$ cat config.mk
export PLATFORM = sky130hd
export DESIGN_NAME = vote_filter
export DESIGN_NICKNAME = d
export VERILOG_FILES = /design/src/rtl/vote_filter.sv
export SDC_FILE = /design/constraint.sdc
export NUM_CORES = 1
export LEC_CHECK = 0
export ABC_AREA = 0
export BUFFER_PORTS_ARGS = -buffer_cell sky130_fd_sc_hd__clkbuf_2
export CORE_MARGIN = 1
export CORE_UTILIZATION = 30
export CTS_CLUSTER_DIAMETER = 150
export DETAILED_ROUTE_END_ITERATION = 10
export GPL_TIMING_DRIVEN = 0
export PLACE_DENSITY = 0.51
export REMOVE_ABC_BUFFERS = 1
export SYNTH_ARGS = -nofsm -noshare
export SYNTH_HDL_FRONTEND = slang
export SYNTH_SLANG_ARGS = --single-unit
$ cat constraint.sdc
create_clock -name clk -period 1.2 [get_ports clk]
set_clock_uncertainty 0.1 [all_clocks]
set_input_delay 0 -clock clk [delete_from_list [all_inputs] [get_ports clk]]
set_output_delay 0 -clock clk [all_outputs]
set_load 0.05 [all_outputs]
$ cat src/rtl/vote_filter.sv
// N-input majority/minority voter with a two-stage pipeline and a HOLD-sample
// debounce filter on the voted result.
module vote_filter #(
  parameter  int N    = 3,
  parameter  int HOLD = 3,
  localparam int CW   = $clog2(N + 1)
) (
  input  logic          clk,
  input  logic          rst,
  input  logic          in_valid,
  input  logic [N-1:0]  a,
  input  logic          mode,
  output logic          y,
  output logic          y_valid,
  output logic [CW-1:0] count,
  output logic          changed
);

  localparam int HW = $clog2(HOLD + 1);

  if ((N < 3) || ((N % 2) == 0)) begin : g_bad_n
    $error("vote_filter: N must be odd and >= 3");
  end
  if (HOLD < 1) begin : g_bad_hold
    $error("vote_filter: HOLD must be >= 1");
  end

  typedef enum logic {
    STABLE  = 1'b0,
    PENDING = 1'b1
  } state_t;

  function automatic logic [CW-1:0] popcount(input logic [N-1:0] v);
    logic [CW-1:0] c;
    c = CW'(0);
    for (int i = 0; i < N; i++) begin
      c = c + CW'(v[i]);
    end
    return c;
  endfunction

  logic [CW-1:0] pc_s;
  logic          s1_valid_r;
  logic          s1_raw_r;
  logic [CW-1:0] s1_count_r;
  state_t        state_r;
  logic [HW-1:0] cnt_r;

  // popcount of the incoming sample
  always_comb begin
    pc_s = popcount(a);
  end

  // stage 1: register popcount and the raw vote; minority is the complement for odd N
  always_ff @(posedge clk or posedge rst) begin
    if (rst) begin
      s1_valid_r <= 1'b0;
      s1_raw_r   <= 1'b0;
      s1_count_r <= CW'(0);
    end else begin
      s1_valid_r <= in_valid;
      if (in_valid) begin
        s1_count_r <= pc_s;
        s1_raw_r   <= (pc_s > CW'(N / 2)) ^ mode;
      end else begin
        s1_count_r <= s1_count_r;
        s1_raw_r   <= s1_raw_r;
      end
    end
  end

  // stage 2: debounce filter and registered outputs, advancing only on processed samples
  always_ff @(posedge clk or posedge rst) begin
    if (rst) begin
      state_r <= STABLE;
      cnt_r   <= HW'(0);
      y       <= 1'b0;
      y_valid <= 1'b0;
      changed <= 1'b0;
      count   <= CW'(0);
    end else begin
      y_valid <= s1_valid_r;
      changed <= 1'b0;
      if (s1_valid_r) begin
        count <= s1_count_r;
        case (state_r)
          STABLE: begin
            if (s1_raw_r == y) begin
              cnt_r <= HW'(0);
            end else if (HOLD == 1) begin
              y       <= s1_raw_r;
              changed <= 1'b1;
              cnt_r   <= HW'(0);
            end else begin
              state_r <= PENDING;
              cnt_r   <= HW'(1);
            end
          end
          PENDING: begin
            if (s1_raw_r == y) begin
              state_r <= STABLE;
              cnt_r   <= HW'(0);
            end else if ((cnt_r + HW'(1)) == HW'(HOLD)) begin
              y       <= s1_raw_r;
              changed <= 1'b1;
              cnt_r   <= HW'(0);
              state_r <= STABLE;
            end else begin
              cnt_r <= cnt_r + HW'(1);
            end
          end
          default: begin
            state_r <= STABLE;
            cnt_r   <= HW'(0);
          end
        endcase
      end else begin
        state_r <= state_r;
        cnt_r   <= cnt_r;
      end
    end
  end

endmodule

==> impl_metrics.ini <==
[run_status]
status = finished with violations
violations = negative setup slack

[detailed_routing]
first_iter_violations = 3
ant_nets = 0
viasPerCell = 4.81
firstDrtPassIters = 2
wl_per_cell_microns = 11.1
num_vias = 332
routed_wl_microns = 768
drcViolationCount = 0

[cells_and_area]
finalNetCount = 63
drive_above_1_share_pct = 49.1
area_growth_pct = 31.0
stdcell_area_sq_um = 646
antennaDiodeCount = 0

[yosys]
yosysTopAreaCellShare_pct = 60.9
yosysTopAreaCell = dfrtp_1
synth_area_sq_um = 493
yosysSeqAreaShare_pct = 60.9
synth_cell_types = 15
netlist_instances = 34
synth_warnings = 0
ys_ff_latch = 12
avgSynthCellArea_sq_um = 14.5
synth.area.top_cells = dfrtp_1 (61%), mux2_2 (9.1%), fa_1 (4.1%)

[grt]
antenna_found_initial = 0
grt_pass1_vias = 335
grt-ovfl-total = 0
grt_pass1_wl_microns = 1370
grtUsageTotal_pct = 10.9
grt_max_degree = 13

[sta]
timing.final.crit_share_pct = 102
max_freq_mhz = 818
finalSetupViolations = 1
rsz0062_at_grt = true
drv_slew = 0
timing_hold_violations_final = 0
fin_crit_ps = 1220
worst_slack_ps = -22.4
setup-tns-final_ps = -22.4
worst_pin_slew_ps = 436
maxSlewHeadroom_pct = 70.9

[die]
io_pins = 12
start_util_pct = 32.3
die_h_microns = 42.5
die_w_microns = 42.5
dieArea_sq_um = 1810
rows = 14
fp.coreArea_sq_um = 1520

[worst_setup_path]
worstPathMaxFanout = 2
start_kind = register
path_class = register to register
setup.worst_path.end_class = register
crit_arrival_ps = 1270
rrSetupSlack_ps = -20
required_ps = 1240

[cts]
cts_root_buffer = clkbuf_4
h-tree-depth = 1
clockBufferDepth = 2
clock_latency_ps = 260
cts_tree = done
cts_buffers = 3
cts.reportedPaths.clkPinSlew_ps = 60
clock_sinks = 12

[worst_hold_path]
hp-class = input port to register

[pwr]
power_density_nw_per_um2 = 1960
p_leak_nw = 0.308
vdd_drop_max_uv = 816

[placed_design]
dpl_cell_area_sq_um = 557
routabilityCongestion = 0.657
io_buffer_count = 11

[job]
max_cap_viol_count = 0
==> stage by stage <==
stage / power [W] / utilization, % / cells / setup slack [ps] / hold slack [ps]
after global placement: 0.000954 / 36.5 / 60 / -141 / -107
after floorplan: 0.000878 / - / 33 / -57.4 / -235
after global routing: 0.00135 / 42.4 / 69 / -40.6 / 28.2
after CTS: 0.00125 / 41.5 / 69 / -30.5 / 36.4
final: 0.00127 / 42.4 / 69 / -22.4 / 43.8
after detailed placement: 0.000975 / 36.5 / 60 / -182 / -93.4
==> final timing paths <==
kind,from,to,cells after the start
setup reg to reg,cnt_r[0]$_DFFE_PP0P_,y$_DFFE_PP0P_,2
max in group asynchronous,rst,s1_valid_r$_DFF_PP0_,3
min in group asynchronous,rst,count[0]$_DFFE_PP0P_,3
hold reg to reg,count[0]$_DFFE_PP0P_,count[0]$_DFFE_PP0P_,1
hold / removal,a[2],s1_count_r[0]$_DFFE_PP0P_,3
setup / recovery,cnt_r[0]$_DFFE_PP0P_,y$_DFFE_PP0P_,2
==> final cells by class <==
class                      count  area, sq um
inverter                       2         7.51
clock buffer                   3         22.5
multi-input combinational     19          186
tap                           16         20.0
fill                         148          878
timing repair buffer          17          108
sequential                    12          302
==> critical path, stage by stage, from the launching register on <==
cell     delay (ps)
dfrtp_1         380
and4b_4         330
mux2_4          290
==> where the power goes <==
part	total [W]	leakage (nW)	switching, W	internal [W]
combinational	0.000449	0.151	0.000247	0.000202
sequential	0.000590	0.143	0.0000838	0.000506
clock	0.000226	0.0138	0.000110	0.000116
==> logic make-up after synthesis <==
family	after synthesis	synth area share [%]
flip-flops	12	60.9
AND/OR/NAND/NOR	6	8.12
XOR/XNOR	2	3.55
buffers and inverters	3	3.81
AO/OA/AOI/OAI	5	7.36
multiplexers	5	12.2
adder cells (fa/ha/maj)	1	4.06
==> Yosys cell counts <==
cell type	n
dfrtp_1	12
mux2_2	4
nor2_1	3
a211oi_1	2
inv_1	2
xnor2_1	2
a21oi_1	1
and4b_4	1
buf_6	1
fa_1	1
mux2_4	1
nand4b_1	1
nor2b_1	1
o211a_1	1
o22ai_1	1
==> layout by cell type (no fill, tap or decap), drive strengths merged <==
| master | synthesis | layout |
|---|---|---|
| clkbuf | 0 | 14 |
| buf | 1 | 3 |
| nor2b | 1 | 1 |
| mux2 | 5 | 5 |
| dlygate4sd3 | 0 | 3 |
| o22ai | 1 | 1 |
| nand4b | 1 | 1 |
| a21oi | 1 | 1 |
| fa | 1 | 1 |
| nor2 | 3 | 3 |
| xnor2 | 2 | 2 |
| o211a | 1 | 1 |
| a211oi | 2 | 2 |
| inv | 2 | 2 |
| and4b | 1 | 1 |
| dfrtp | 12 | 12 |
==> sequential cells by signal, summed over array words and instances, names as in the netlist <==
name / cells
s1_valid_r: 1
count: 2
y_valid: 1
s1_raw_r: 1
s1_count_r: 2
y: 1
state_r: 1
cnt_r: 2
changed: 1
==> per-layer routing <==
metal	part of all wire, %	global-route usage [%]	vias to the layer above	wire, microns
li1	-	-	162	-
met1	40	10.3	160	305
met2	54	19.1	8	417
met3	4.7	3.02	2	36
met4	1.0	9.38	0	8
met5	0	0	-	0
==> what timing repair did <==
| action | 4_1_cts | 5_1_grt |
|---|---|---|
| hold buffers | 3 | 0 |
| buffers inserted | 3 | 0 |
| setup endpoints to repair | 1 | 2 |
| endpoints found under the hold margin | 16 | 0 |
| resized for setup | 1 | 2 |
Note: power is estimated with default switching activity, not from simulation.
